**config.mk**
```make
export PLATFORM = sky130hd
export DESIGN_NAME = dmem_arbiter
export DESIGN_NICKNAME = d
export VERILOG_FILES = /design/src/rtl/dmem_arbiter.sv
export SDC_FILE = /design/constraint.sdc
export NUM_CORES = 1
export LEC_CHECK = 0
export CELL_PAD_IN_SITES_DETAIL_PLACEMENT = 2
export CELL_PAD_IN_SITES_GLOBAL_PLACEMENT = 2
export CORE_AREA = 5 5 162 164
export CTS_CLUSTER_DIAMETER = 40
export CTS_CLUSTER_SIZE = 8
export DETAILED_ROUTE_END_ITERATION = 8
export DIE_AREA = 0 0 167 169
export PLACE_DENSITY_LB_ADDON = 0.15
export SYNTH_ARGS = -nofsm -noshare
export SYNTH_HDL_FRONTEND = slang
export SYNTH_SLANG_ARGS = --single-unit
```
**constraint.sdc**
```tcl
create_clock -name clk -period 1.97 [get_ports clk]
set_input_delay 0.394 -clock clk [delete_from_list [all_inputs] [get_ports clk]]
set_output_delay 0.394 -clock clk [all_outputs]
set_load 0.01 [all_outputs]
```
**src/rtl/dmem_arbiter.sv**
```systemverilog
// -----------------------------------------------------------------------------
// dmem_arbiter
//
// Shares one data memory between the CPU load/store port (port 0) and the
// DMA/debug loader port (port 1). At most one access is granted per cycle.
// Contention is resolved round-robin. The port that won last may keep the
// grant while it asserts its lock, for at most MAX_HOLD consecutive grants.
// The memory's combinational read data is registered, so each port sees its
// load data one cycle after the grant. Word accesses whose address is not
// 4-byte aligned are rejected with an error pulse and never touch memory.
//
// Ports:
//   clk, rst_n          clock, synchronous active-low reset
//   req/we/lock 0,1     request, store(1)/load(0), keep-grant request
//   addr/wdata 0,1      byte address and store data per port
//   gnt 0,1             combinational grant (one-hot or zero)
//   rvalid/rdata 0,1    registered load completion and data (data held)
//   err 0,1             registered misaligned-access error pulse
//   mem_we/addr/wdata   memory drive, taken from the winning port
//   mem_rdata           combinational read data from the memory
// -----------------------------------------------------------------------------
module dmem_arbiter #(
    parameter int ADDR_W   = 32,
    parameter int DATA_W   = 32,
    parameter int MAX_HOLD = 4
) (
    input  logic              clk,
    input  logic              rst_n,
    input  logic              req0,
    input  logic              req1,
    input  logic              we0,
    input  logic              we1,
    input  logic              lock0,
    input  logic              lock1,
    input  logic [ADDR_W-1:0] addr0,
    input  logic [ADDR_W-1:0] addr1,
    input  logic [DATA_W-1:0] wdata0,
    input  logic [DATA_W-1:0] wdata1,
    output logic              gnt0,
    output logic              gnt1,
    output logic              rvalid0,
    output logic              rvalid1,
    output logic [DATA_W-1:0] rdata0,
    output logic [DATA_W-1:0] rdata1,
    output logic              err0,
    output logic              err1,
    output logic              mem_we,
    output logic [ADDR_W-1:0] mem_addr,
    output logic [DATA_W-1:0] mem_wdata,
    input  logic [DATA_W-1:0] mem_rdata
);

    typedef enum logic {
        PORT0 = 1'b0,
        PORT1 = 1'b1
    } port_e;

    localparam logic [3:0] MAX_HOLD_L = 4'(MAX_HOLD);

    port_e             last_q, last_d;
    port_e             winner;
    logic [3:0]        holdCnt_q, holdCnt_d;
    logic              anyGrant;
    logic              lastLocked;
    logic              aligned0, aligned1;
    logic              rvalid0_q, rvalid1_q, rvalid0_d, rvalid1_d;
    logic              err0_q, err1_q, err0_d, err1_d;
    logic [DATA_W-1:0] rdata0_q, rdata1_q;

    // Arbitration. A lone requester always wins. Under contention the last
    // winner keeps the grant only while its lock is up and it has not yet
    // used up its hold budget; otherwise the other port gets its turn.
    // Nothing is granted while reset is asserted.
    always_comb begin
        anyGrant   = 1'b0;
        winner     = PORT0;
        lastLocked = ((last_q == PORT1) ? lock1 : lock0) && (holdCnt_q < MAX_HOLD_L);
        if (rst_n) begin
            if (req0 && !req1) begin
                anyGrant = 1'b1;
                winner   = PORT0;
            end else if (req1 && !req0) begin
                anyGrant = 1'b1;
                winner   = PORT1;
            end else if (req0 && req1) begin
                anyGrant = 1'b1;
                winner   = lastLocked ? last_q : ((last_q == PORT0) ? PORT1 : PORT0);
            end
        end
    end

    assign gnt0 = anyGrant && (winner == PORT0);
    assign gnt1 = anyGrant && (winner == PORT1);

    // Every grant, contended or not, feeds the hold counter so a lock
    // always starts from an accurate count of consecutive wins.
    always_comb begin
        last_d    = last_q;
        holdCnt_d = holdCnt_q;
        if (anyGrant) begin
            if (winner == last_q) begin
                if (holdCnt_q != 4'hF) begin
                    holdCnt_d = holdCnt_q + 4'd1;
                end
            end else begin
                holdCnt_d = 4'd1;
                last_d    = winner;
            end
        end
    end

    // The memory bus follows the winner and idles on port 0's values.
    // A misaligned store is suppressed here so it can never corrupt memory.
    assign mem_addr  = gnt1 ? addr1 : addr0;
    assign mem_wdata = gnt1 ? wdata1 : wdata0;
    assign mem_we    = anyGrant && (gnt1 ? we1 : we0) && (mem_addr[1:0] == 2'b00);

    assign aligned0  = (addr0[1:0] == 2'b00);
    assign aligned1  = (addr1[1:0] == 2'b00);
    assign rvalid0_d = gnt0 && !we0 && aligned0;
    assign rvalid1_d = gnt1 && !we1 && aligned1;
    assign err0_d    = gnt0 && !aligned0;
    assign err1_d    = gnt1 && !aligned1;

    // Arbiter state and completion registers. Load data is captured only
    // on a successful load, so rdata holds its value across stores, errors
    // and idle cycles.
    always_ff @(posedge clk) begin
        if (!rst_n) begin
            last_q    <= PORT1;
            holdCnt_q <= 4'd0;
            rvalid0_q <= 1'b0;
            rvalid1_q <= 1'b0;
            err0_q    <= 1'b0;
            err1_q    <= 1'b0;
            rdata0_q  <= '0;
            rdata1_q  <= '0;
        end else begin
            last_q    <= last_d;
            holdCnt_q <= holdCnt_d;
            rvalid0_q <= rvalid0_d;
            rvalid1_q <= rvalid1_d;
            err0_q    <= err0_d;
            err1_q    <= err1_d;
            if (rvalid0_d) begin
                rdata0_q <= mem_rdata;
            end
            if (rvalid1_d) begin
                rdata1_q <= mem_rdata;
            end
        end
    end

    assign rvalid0 = rvalid0_q;
    assign rvalid1 = rvalid1_q;
    assign err0    = err0_q;
    assign err1    = err1_q;
    assign rdata0  = rdata0_q;
    assign rdata1  = rdata1_q;

endmodule

```
# After elaboration in Yosys (flattened, before gate mapping)
# Index checks and enable logic that the tools add are counted.
[word_totals] ff_bits=73 inputBits=168 out_inout_bits=135
[classes] n_addsub=1 order_cmp=1 eq_ne=3 mux=16 bitwise_logic=2 reduce_logical=25
[ops] operator="$mux 32" count=2
[ops] operator="$logic_and 1x1->1" count=14
[ops] operator="$mux 1" count=12
[ops] operator="$mux 4" count=2
[ops] operator="$logic_not 1->1" count=6
[ops] operator="$logic_not 2->1" count=3
[ops] operator="$add 4x1->4 const B" count=1
[ops] operator="$lt 4x3->1 const B" count=1
[ops] operator="$ne 4x4->1 const B" count=1
[ops] operator="$reduce_and 2->1" count=2
[ops] operator="$ne 2x1->1 const B" count=1
[ops] operator="$not 1->1" count=2
[ops] operator="$eq 1x1->1" count=1

# Depth between registers and ports, before layout
# Gate-level depths: netlist of the first run.
[depth] depth_word=11 depth_mapped=7

# Least setup slack after synthesis of the first run
# Ideal clock, no wire load.
[synth_timing] path_kind="input port to output port" startpoint="input lock1" endpoint="output mem_we" t_arrival_ps=1525 t_required_ps=1576 path_slack_ps=51 path_stages=7 n_path_buf=2 cell_sequence="nor3b_1 -> o221ai_4 -> inv_2 -> buf_2 -> buf_4 -> nand3_1 -> a21oi_1"
[synth_between] elab_chain_cells=11 elab_cells_between_ends=13 classes_between="mux (8); reduce/logical (5)"
[synth_rtl] element="from (decl)" line="34" text="input logic lock1,"
[synth_rtl] element="$mux 1 *" line="77" text="lastLocked = ((last_q == PORT1) ? lock1 : lock0) && (holdCnt_q < MAX_HOLD_L);"
[synth_rtl] element="$logic_and 1x1->1 *" line="77"
[synth_rtl] element="$mux 1 *" line="87" text="winner = lastLocked ? last_q : ((last_q == PORT0) ? PORT1 : PORT0);"
[synth_rtl] element="$mux 1 *" line="85" text="end else if (req0 && req1) begin"
[synth_rtl] element="$mux 1 *" line="82" text="end else if (req1 && !req0) begin"
[synth_rtl] element="$mux 1 *" line="79" text="if (req0 && !req1) begin"
[synth_rtl] element="$mux 1 *" line="78" text="if (rst_n) begin"
[synth_rtl] element="$logic_and 1x1->1 *" line="93" text="assign gnt1 = anyGrant && (winner == PORT1);"
[synth_rtl] element="$mux 32 or $mux 1 (tied branches)" line="114, 116"
[synth_rtl] element="$logic_not 2->1 or $logic_and 1x1->1 (tied branches)" line="116" text="assign mem_we = anyGrant && (gnt1 ? we1 : we0) && (mem_addr[1:0] == 2'b00);"
[synth_rtl] element="$logic_and 1x1->1 *" line="116"
[synth_rtl] element="to (decl)" line="47" text="output logic mem_we,"
# Mark *: on every way between the ends. The rest lies on a longest branch, timed or not.

# Worst setup path after layout of the first run
[layout_timing] startpoint="register holdCnt_q[2]" endpoint="output mem_we"
[layout_between] elab_chain_cells=11 elab_cells_between_ends=13 classes_between="order compare (1); mux (7); reduce/logical (5)"
[layout_rtl] element="from (decl)" line="62" text="logic [3:0] holdCnt_q, holdCnt_d;"
[layout_rtl] element="from (signal assigned)" line="140" text="holdCnt_q <= holdCnt_d;"
[layout_rtl] element="$lt 4x3->1 *" line="77"
[layout_rtl] element="$logic_and 1x1->1 *" line="77"
[layout_rtl] element="$mux 1 *" line="87"
[layout_rtl] element="$mux 1 *" line="85"
[layout_rtl] element="$mux 1 *" line="82"
[layout_rtl] element="$mux 1 *" line="79"
[layout_rtl] element="$mux 1 *" line="78"
[layout_rtl] element="$logic_and 1x1->1 *" line="93"
[layout_rtl] element="$mux 32 or $mux 1 (tied branches)" line="114, 116"
[layout_rtl] element="$logic_not 2->1 or $logic_and 1x1->1 (tied branches)" line="116"
[layout_rtl] element="$logic_and 1x1->1 *" line="116"
# Marks and branches as above.

==> results of run 1 <==
## path summary, 6_finish.rpt
check                     from         end  slack [ns]  cells past startpoint
setup / recovery  holdCnt_q[2]      mem_we       -0.33                      9
hold / removal      rdata1[28]  rdata1[28]        0.46                      2
setup reg to reg  holdCnt_q[3]  rdata0[12]       -0.15                     11
hold reg to reg     rdata1[28]  rdata1[28]        0.46                      2
## routing by layer
metal | track usage | vias up
li1 | - | 2511
met1 | 0.2006 | 2685
met2 | 0.3455 | 195
met3 | 0.05255 | 26
met4 | 0.04198 | 4
met5 | 0 | -
## cells in the final DEF, fill, tap and decap left out, drive strengths merged, types with 2 or more instances in the layout
cell           netlist  routed
clkbuf              19      19
inv                  3       2
nor2                 7       7
dlygate4sd2          0       4
o21ai               64      64
dfxtp               73      73
buf                 24     147
a21oi                2       2
a211oi               2       2
nand3               67      67
a21boi               2       2
nor3                 4       4
mux2i                2       2
nand2              265     265
and2                 4       4
diode                0       2
clkdlybuf4s50        0     230
clkinv               0       2
bufbuf               0       2
## final cells by class
| cell class | instances | area, um2 |
|---|---|---|
| Tap cell | 330 | 412.9 |
| Sequential cell | 73 | 1470 |
| Clock inverter | 2 | 12.51 |
| Multi-Input combinational cell | 432 | 2861 |
| Antenna cell | 2 | 5.005 |
| Fill cell | 2704 | 15380 |
| Inverter | 3 | 23.77 |
| Timing Repair Buffer | 388 | 4319 |
| Clock buffer | 14 | 264.0 |
## synth_stat cells
master / n
a211oi_1: 2
a21boi_0: 1
a21boi_1: 1
a21oi_1: 2
a221oi_2: 1
a31oi_1: 1
and2_1: 4
and3_1: 1
and3b_1: 1
buf_2: 23
buf_4: 1
clkbuf_1: 19
dfxtp_1: 73
ha_1: 1
inv_1: 2
inv_2: 1
mux2i_1: 2
nand2_1: 265
nand3_1: 67
nand3b_1: 1
nand4bb_4: 1
nor2_1: 7
nor3_1: 4
nor3b_1: 1
nor4_2: 1
o2111ai_1: 1
o21ai_0: 5
o21ai_1: 59
o221ai_4: 1
o2bb2ai_1: 1
or3b_1: 1
## report_power, final
part | switching [mW] | internal, mW
Sequential | 0.0247 | 1.51
Clock | 0.638 | 0.922
Combinational | 0.709 | 0.912
## kinds of logic after synthesis
kind of cell,count (synthesis),synth area share
buffers and inverters,46,0.05693
adders and majority gates,1,0.003470
DFF,73,0.4054
AOI/OAI and AO/OA,75,0.1180
muxes,2,0.005554
and+or+nand+nor,354,0.4106
## state kept, by name (all words and copies together) (netlist names)
signal	flops
rvalid0	1
rdata0	32
err0	1
last_q	1
err1	1
rvalid1	1
holdCnt_q	4
rdata1	32
## repair_timing
action | in CTS | in global routing
endpoints found under the setup margin | 133 | 135
gates resized for setup | 515 | 147
hold endpoints to repair | 0 | 0
pin swaps | 102 | 77
setup buffers | 25 | 16
cloned | 19 | 6
## per-stage QoR
step	TNS, ns	hold WS, ns	power, mW
3_5_place_dp	-102.84	0.4468	2.772
4_1_cts	-29.69	0.4545	4.631
2_1_floorplan	0	0.4658	1.927
6_report	-25.12	0.4648	4.719
3_3_place_gp	-96.47	0.4377	2.745
5_1_grt	-37.24	0.4791	4.946
## worst reg2reg max path, delay by kind of cell, from the launching register on
| kind | cells | cell delay (ns) |
|---|---|---|
| simple gates | 2 | 0.47 |
| flops | 1 | 0.36 |
| buf+inv | 7 | 0.98 |
| compound gates | 2 | 0.22 |
==> key figures, run 1 <==
Detailed routing
  • Highest Signal Layer: met5
  • M1 WL: 11.05 mm
  • Overall routed net length: 28.08 mm
  • Met3 wire len: 1.656 mm
  • Vias: 5421
  • Via density: 4.358
  • Routed Antenna Nets: 0
  • DRC: 0
  • Iteration-0 DRC Markers: 166
  • DRT Pass-1 Iters: 4
  • DR WL/cell: 22.57 um
  • Metal2 WL: 14.92 mm

Clocking
  • Clock buffer depth: 2
  • H-Tree Depth: 3
  • Root Driver: clkbuf_16
  • TritonCTS Buffers: 9
  • Worst skew pair latency: 0.34 ns
  • CTS Sinks: 73
  • CTS Hold Buffers Added: 0
  • Clock slew seen by the registers of the worst setup and hold paths: 0.06 ns
  • TritonCTS clock tree: yes

Job
  • Max-cap viol count: 0

Critical path
  • Crit-path most repeated cell: buf_6
  • Startpoint types: flop
  • Arr. time, crit path: approximately 1.9 ns
  • CP peak stage delay: 0.36 ns
  • Endpoint type of the worst setup path: primary output
  • Worst path bufs/invs: 5
  • Critical Path Fanout Max: 5
  • Critical path required time: around 1.6 ns
  • Top delay family on crit path: buffers and inverters
  • Worst-path cell chain: nor3b_4 -> o221ai_4 -> buf_6 -> clkinv_8 -> buf_12 -> buf_6 -> nand3_2 -> a21oi_2 -> buf_2
  • CP max stage cell: dfxtp_4
  • Crit path kind: reg2out

Placement
  • Placed Instances: 1176
  • Dpl cell area: 7216 um2
  • Placer Congestion: 0.8037
  • DP HPWL: 18.92 mm
  • Port bufs: 302
  • Post-placement setup slack: -0.9713 ns

Synth
  • Synthesized Nets: 720
  • Mapped Area: 3605 um2
  • Top cell type's share of synthesized area: 0.4054
  • Avg Cell Area, Syn: 6.542 um2
  • Synth cell types: 31
  • Synth area leaders: dfxtp_1 41%, nand2_1 28%, nand3_1 9.3%
  • Register area share after synthesis: 0.4054
  • Seq cells post-synth: 73
  • Synth area leader: dfxtp_1
  • Synthesis warning total: 0
  • Synthesized netlist cell count: roughly 550

Finish
  • Ratio of cells with drive above 1 in the final layout: 0.4167
  • Finished Layout Cells: 1244
  • # nets final: 1076
  • Area Growth Syn to Fin: 159.9%
  • Post-layout util: 0.3786
  • Final instance area: 9369 um2

Timing
  • Final Hold Fails: 0
  • RSZ-0062 raised after global routing: yes
  • Setup WS post-layout: -0.3342 ns
  • Final setup vio count: 133
  • Fin crit period: 2.304 ns
  • Final period util: 1.170
  • Peak Freq: around 0.43 GHz
  • Max-slew violations: 0
  • Least-Margin Pin Slew: 0.6033 ns
  • Slew headroom: 0.5951
  • Clock Skew: ~0.0074 ns

Global routing
  • Largest net degree at the start of global routing: 46
  • Total grt overflow: 0
  • Vias in the first global route: 5949
  • Gr usage total: 0.1823
  • Global-route wire length before repair: 39.23 mm
  • Antenna violations before repair: 4

Floorplan
  • Die height: 169 um
  • I/O pin count: just over 300
  • FP Rows: between 50 and 60
  • Initial Util: 0.1457
  • Overall die width: ~170 um
  • Placeable Area: between 20000 and 25000 um2
  • Die Area: about 28000 um2

Outcome
  • Failing checks: negative setup slack
  • Outcome: finished, violations left

Power and ir drop
  • Worst vdd ir: 0.2878 mV
  • Power per cell area: 503.7 nW/um2
  • Leak: 4.012 nW

Min path
  • Hold Crit Class: reg2reg
Note: power is estimated with default switching activity, not from simulation.
==> inputs of run 2 (changes only) <==
--- a/config.mk
+++ b/config.mk
@@ -13,6 +13,7 @@
 export DETAILED_ROUTE_END_ITERATION = 8
 export DIE_AREA = 0 0 167 169
 export PLACE_DENSITY_LB_ADDON = 0.15
+export SKIP_LAST_GASP = 1
 export SYNTH_ARGS = -nofsm -noshare
 export SYNTH_HDL_FRONTEND = slang
 export SYNTH_SLANG_ARGS = --single-unit
==> constraint.sdc (replaced) <==
create_clock -name clk -period 2.29 [get_ports clk]
set_input_delay 0.458 -clock clk [delete_from_list [all_inputs] [get_ports clk]]
set_output_delay 0.458 -clock clk [all_outputs]
set_load 0.01 [all_outputs]
==> key figures, run 2 (synthesized netlist as in run 1, its figures left out) <==
Outcome
  • Outcome: finished, violations left
  • Failing checks: negative setup slack

Timing
  • Least-Margin Pin Slew: 0.4696 ns (-0.1337 ns)
  • Max-slew violations: 0 (unchanged)
  • Peak Freq: 0.4243 GHz
  • Fin crit period: 2.357 ns
  • RSZ-0062 raised after global routing: yes
  • Setup TNS: -0.9027 ns (+24.21 ns)
  • Setup WS post-layout: -0.06687 ns (+0.2673 ns)
  • Clock Skew: 0.007462 ns (+0.00002340 ns)
  • Final setup vio count: 26 (-80%)
  • Slew headroom: 0.6869 (+0.09181)
  • Final Hold Fails: 0 (unchanged)
  • Final period util: 1.029

Placement
  • Placer Congestion: 0.8054 (+0.21%)
  • Port bufs: 302 (unchanged)
  • DP HPWL: 18.62 mm (-1.6%)

Clocking
  • TritonCTS Buffers: 9 (unchanged)
  • Root Driver: clkbuf_16
  • CTS Sinks: 73 (unchanged)
  • Worst skew pair latency: 0.33 ns (about the same)
  • Clock buffer depth: 2 (unchanged)
  • TritonCTS clock tree: yes
  • H-Tree Depth: 3 (unchanged)
  • Clock slew seen by the registers of the worst setup and hold paths: 0.05 ns (about the same)
  • CTS Hold Buffers Added: 0 (unchanged)

Finish
  • # nets final: 1045 (-2.9%)
  • Most frequent cells in the layout: 230 x clkdlybuf4s50_1, 220 x nand2_1, 71 x dfxtp_1, 66 x nand3_1, 59 x o21ai_1
  • Most common cell after layout, fill and taps aside: clkdlybuf4s50_1
  • Fill count: 2835 (+4.8%)
  • Area Growth Syn to Fin: 121.1%
  • Ratio of cells with drive above 1 in the final layout: 0.2216 (-0.1951)

Global routing
  • Global-route wire length before repair: 36.50 mm (-6.9%)
  • Largest net degree at the start of global routing: 42 (-8.7%)
  • Vias in the first global route: 5695 (-4.3%)
  • Total grt overflow: 0 (unchanged)
  • Gr usage total: 0.1679 (-0.01442)
  • Antenna violations before repair: 4 (unchanged)

Power and ir drop
  • Leak: 3.264 nW (-19%)
  • Worst vdd ir: 0.2481 mV (-14%)
  • Tot Pwr: 3.804 mW (-19%)
  • Power per cell area: 477.2 nW/um2 (-5.3%)

Critical path
  • Critical path required time: 1.83 ns (+0.25 ns)
  • Worst-path cell chain: nand4bb_4 -> o221ai_4 -> buf_12 -> buf_12 -> buf_12 -> buf_16 -> nand2_2 -> nand2_2 -> buf_6
  • Critical Path Fanout Max: 8 (+3)
  • Crit path kind: reg2out
  • Endpoint type of the worst setup path: primary output
  • CP peak stage delay: 0.36 ns (about the same)
  • Top delay family on crit path: buffers and inverters
  • Worst path bufs/invs: 5 (unchanged)
  • Arr. time, crit path: 1.90 ns (about the same)
  • Crit-path most repeated cell: buf_12
  • CP max stage cell: dfxtp_4
  • Startpoint types: flop
  • Flop2flop setup slack: 0.16 ns (+0.31 ns)

Job
  • Max-cap viol count: 0 (unchanged)

Detailed routing
  • Via density: 4.181 (-4.1%)
  • Vias: 5076 (-6.4%)
  • Routed Antenna Nets: 0 (unchanged)
  • Overall routed net length: 25.02 mm (-11%)
  • DRT Pass-1 Iters: 4 (unchanged)
  • Iteration-0 DRC Markers: 107 (-36%)
  • DRC: 0 (unchanged)
  • DR WL/cell: 20.61 um (-8.7%)

Floorplan
  • FP Rows: 58 (unchanged)
  • Initial Util: 0.1457 (unchanged)
  • Overall die width: 167 um (unchanged)
  • Die Area: 28220 um2 (unchanged)
  • I/O pin count: 303 (unchanged)
  • Placeable Area: 24750 um2 (unchanged)
  • Die height: 169 um (unchanged)

Min path
  • Hold Crit Class: reg2reg
-- run 2: routing by layer --
metal,GRT usage,vias up,part of all wire
li1,-,2436,-
met1,0.1965,2417,0.41
met2,0.2973,197,0.50
met3,0.04717,26,0.062
met4,0.05336,0,0.021
met5,0,-,0
-- run 2: per-stage QoR --
step	hold slack [ns]	instances	cell area (um2)	setup slack (ns)	utilization
floorplan	0.4658	551	3605	0.2434	-
global route	0.4649	1214	7970	-0.1426	0.3221
global placement	0.4369	1173	7206	-0.7544	0.2912
detailed placement	0.4430	1173	7206	-0.7956	0.2912
CTS	0.4509	1203	7732	-0.1463	0.3125
finish	0.4459	1214	7970	-0.06687	0.3221
-- run 2: final timing paths --
kind                                   start           end  cells past startpoint
worst min-delay path              rdata1[28]    rdata1[28]                      2
worst max register to register  holdCnt_q[3]    rdata0[21]                     10
worst max-delay path            holdCnt_q[3]  mem_addr[30]                      9
worst min register to register    rdata1[28]    rdata1[28]                      2
-- run 2: worst min-delay path, cell delays in order (launching register included) --
cell and delay [ns]:
dfxtp_1 0.30, nand2_1 0.05, o21ai_1 0.05
-- run 2: final cells by class --
cell class / instances / area [um2] / area share
Tap cell: 330 / 412.9 / 0.05181
Clock buffer: 13 / 270.3 / 0.03391
Inverter: 3 / 23.77 / 0.002983
Timing Repair Buffer: 357 / 3640 / 0.4567
Sequential cell: 73 / 1469 / 0.1843
Antenna cell: 4 / 10.01 / 0.001256
Multi-Input combinational cell: 432 / 2132 / 0.2675
Clock inverter: 2 / 12.51 / 0.001570
-- run 2: timing repair --
| item | 4_1_cts | 5_1_grt |
|---|---|---|
| buffers inserted | 9 | 6 |
| endpoints found under the setup margin | 133 | 101 |
| pin swaps | 2 | 35 |
| resized for setup | 252 | 130 |
| gates cloned | 6 | 3 |
-- run 2: report_power, final --
part,internal [mW],switching [mW],total (mW),leakage (nW)
registers,1.30,0.0196,1.32,0.593
logic,0.633,0.496,1.13,2.53
clock network,0.815,0.538,1.35,0.138
total,2.75,1.05,3.80,3.26
==> inputs of run 3 (changes only) <==
--- a/config.mk
+++ b/config.mk
@@ -7,11 +7,11 @@
 export LEC_CHECK = 0
 export CELL_PAD_IN_SITES_DETAIL_PLACEMENT = 2
 export CELL_PAD_IN_SITES_GLOBAL_PLACEMENT = 2
-export CORE_AREA = 5 5 162 164
+export CORE_AREA = 5 5 133 198
 export CTS_CLUSTER_DIAMETER = 40
 export CTS_CLUSTER_SIZE = 8
 export DETAILED_ROUTE_END_ITERATION = 8
-export DIE_AREA = 0 0 167 169
+export DIE_AREA = 0 0 138 203
 export PLACE_DENSITY_LB_ADDON = 0.15
 export SKIP_LAST_GASP = 1
 export SYNTH_ARGS = -nofsm -noshare
==> key figures, run 3 (synthesized netlist as in run 1, its figures left out) <==
Outcome
  • Outcome: finished, violations left
  • Failing checks: negative setup slack

Power and ir drop
  • Leak: 3.521 nW (+7.9%)
  • NetSw: 1.131 mW (+7.3%)
  • Clock power frac: 0.360 (+0.004)
  • Worst vdd ir: 0.2353 mV (-5.2%)
  • Sw Ratio: 0.2839 (+0.006982)
  • Internal power: 2.852 mW (+3.7%)
  • Reg power frac: 0.332 (-0.015)
  • Power per cell area: 478.0 nW/um2 (+0.16%)
  • Combinational power share: 0.308 (+0.011)

Critical path
  • Crit path kind: reg2out
  • Endpoint type of the worst setup path: primary output
  • Critical Path Fanout Max: 8 (unchanged)
  • Arr. time, crit path: 1.93 ns (+0.03 ns)
  • Crit-path most repeated cell: nand2_1
  • R2R depth: 10 (unchanged)
  • Startpoint types: flop
  • R2R Path Start: holdCnt_q[2]
  • RR Endpoint: rdata1[12]
  • Critical path required time: 1.83 ns (about the same)
  • CP peak stage delay: 0.37 ns (about the same)
  • CP max stage cell: dfxtp_4
  • Worst-path cell chain: nand4bb_4 -> o221ai_4 -> buf_6 -> clkinv_8 -> clkbuf_16 -> nand2_1 -> nand2_1 -> buf_2
  • Flop2flop setup slack: 0.09 ns (-0.07 ns)

Placement
  • Dpl cell area: 7242 um2 (+0.50%)
  • Placer Congestion: 0.8591 (+6.7%)
  • DP HPWL: 19.78 mm (+6.2%)
  • Port bufs: 302 (unchanged)
  • Post-placement setup slack: -0.8156 ns (-0.01995 ns)

Floorplan
  • Overall die width: 138 um (-17%)
  • I/O pin count: 303 (unchanged)
  • FP Rows: 70 (+21%)
  • Die height: 203 um (+20%)
  • Placeable Area: 24350 um2 (-1.6%)
  • Die Area: 28010 um2 (-0.74%)
  • Initial Util: 0.1480 (+0.002380)

Global routing
  • Total grt overflow: 0 (unchanged)
  • Vias in the first global route: 5736 (+0.72%)
  • Global-route wire length before repair: 37.89 mm (+3.8%)
  • Largest net degree at the start of global routing: 73 (+74%)
  • Antenna violations before repair: 4 (unchanged)
  • Gr usage total: 0.1762 (+0.008286)

Detailed routing
  • Overall routed net length: 26.46 mm (+5.8%)
  • Iteration-0 DRC Markers: 118 (+10%)
  • Routed Antenna Nets: 0 (unchanged)
  • DRT Pass-1 Iters: 4 (unchanged)
  • Via density: 4.310 (+3.1%)
  • DR WL/cell: 21.73 um (+5.4%)
  • Vias: 5250 (+3.4%)
  • DRC: 0 (unchanged)

Job
  • Max-cap viol count: 0 (unchanged)

Min path
  • Hold Crit Class: reg2reg
  • Hold Path End: rdata1[26]
  • Hold Path Depth: 2 (unchanged)
  • Hold Crit Start: rdata1[26]

Timing
  • Setup WS post-layout: -0.09689 ns (-0.03002 ns)
  • Final setup vio count: 56 (+120%)
  • Slew headroom: 0.4677 (-0.2192)
  • Least-Margin Pin Slew: 0.7984 ns (+0.3288 ns)
  • Clock Skew: 0.004258 ns (-0.003203 ns)
  • Final Hold Fails: 0 (unchanged)
  • Fin crit period: 2.387 ns (+0.03002 ns)
  • RSZ-0062 raised after global routing: yes
  • Final period util: 1.042 (+0.01311)
  • Max-slew violations: 0 (unchanged)
  • Peak Freq: 0.4190 GHz (-1.3%)

Clocking
  • Root Driver: clkbuf_16
  • Worst skew pair latency: 0.33 ns (about the same)
  • CTS Hold Buffers Added: 0 (unchanged)
  • TritonCTS Buffers: 9 (unchanged)
  • H-Tree Depth: 3 (unchanged)
  • CTS Sinks: 73 (unchanged)
  • Clock buffer depth: 2 (unchanged)
  • Clock slew seen by the registers of the worst setup and hold paths: 0.06 ns (about the same)
  • TritonCTS clock tree: yes

Finish
  • # nets final: 1056 (+1.1%)
  • Final instance area: 8332 um2 (+4.5%)
  • Area Growth Syn to Fin: 131.1%
  • Ratio of cells with drive above 1 in the final layout: 0.2735 (+0.05195)
  • Most frequent cells in the layout: 230 x clkdlybuf4s50_1, 184 x nand2_1, 71 x dfxtp_1, 67 x nand3_1, 60 x o21ai_1
  • Fill count: 2776 (-2.1%)
  • Most common cell after layout, fill and taps aside: clkdlybuf4s50_1
## run 3: cell count changes in the layout (fill, tap and decap cells not counted), moves of 3 or more
| cell | previous run | this run |
|---|---|---|
| buf_2 | 34 | 27 |
| buf_4 | 33 | 38 |
| buf_6 | 24 | 39 |
| clkbuf_16 | 12 | 15 |
| clkdlybuf4s15_2 | 6 | 0 |
| clkinv_2 | 1 | 4 |
| nand2_1 | 220 | 184 |
| nand2_2 | 37 | 56 |
| nand2_4 | 8 | 25 |
## run 3: power by group through the flow
stage	registers [mW]	logic [mW]	clock network, mW
final	1.32	1.23	1.43
after detailed placement	1.35	1.05	0
after floorplan	1.36	0.295	0
after global routing	1.33	1.31	1.53
after CTS	1.32	1.09	1.48
after global placement	1.35	1.03	0
## run 3: critical path, delay by kind of cell (launching register included)
family,cells,cell delay [ns]
compound gates,1,0.21
buf+inv,4,0.63
flops,1,0.37
simple gates,3,0.38
## run 3: metrics by stage
step / instances / util / hold WS (ns) / TNS [ns] / total power [mW]
floorplan: 551 / - / 0.4658 / 0 / 1.658
global placement: 1173 / 0.2974 / 0.4374 / -65.23 / 2.383
detailed placement: 1173 / 0.2974 / 0.4451 / -71.51 / 2.403
CTS: 1205 / 0.3209 / 0.4543 / -9.852 / 3.895
global route: 1218 / 0.3422 / 0.4756 / -8.015 / 4.163
finish: 1218 / 0.3422 / 0.4503 / -3.033 / 3.982
## run 3: worst max path at each step
stage | depth (start not counted) | startpoint | end | slack (ns)
CTS | 8 | holdCnt_q[3] | mem_addr[14] | -0.24
global placement | 9 | req0 | mem_addr[5] | -0.75
floorplan | 7 | lock1 | mem_we | 0.24
detailed placement | 8 | lock1 | mem_wdata[17] | -0.82
global route | 8 | holdCnt_q[2] | mem_addr[17] | -0.18
finish | 8 | holdCnt_q[2] | mem_addr[17] | -0.1
## run 3: area by class of cell
class	instances	area, um2	share of cell area
well taps	324	405.4	0.04866
inverters	3	23.77	0.002853
clock buffers	10	239.0	0.02868
repair buffers	367	3817	0.4582
flip-flops and latches	73	1469	0.1763
multi-input cells	432	2306	0.2768
diodes	2	5.005	0.0006007
repair inverters	1	8.758	0.001051
clock inverters	6	57.56	0.006908
## run 3: layer usage
layer,vias up,GRT usage,routed length [um]
met5,-,0,34
met4,4,0.05650,592
met3,35,0.04713,1403
met2,208,0.3450,14740
met1,2533,0.1791,9692
li1,2470,-,-
## run 3: what timing repair did
| item | in CTS | in global routing |
|---|---|---|
| setup buffers | 11 | 6 |
| gates resized for setup | 234 | 234 |
| pin swaps | 3 | 52 |
| gates cloned | 7 | 7 |
| setup endpoints to repair | 79 | 69 |
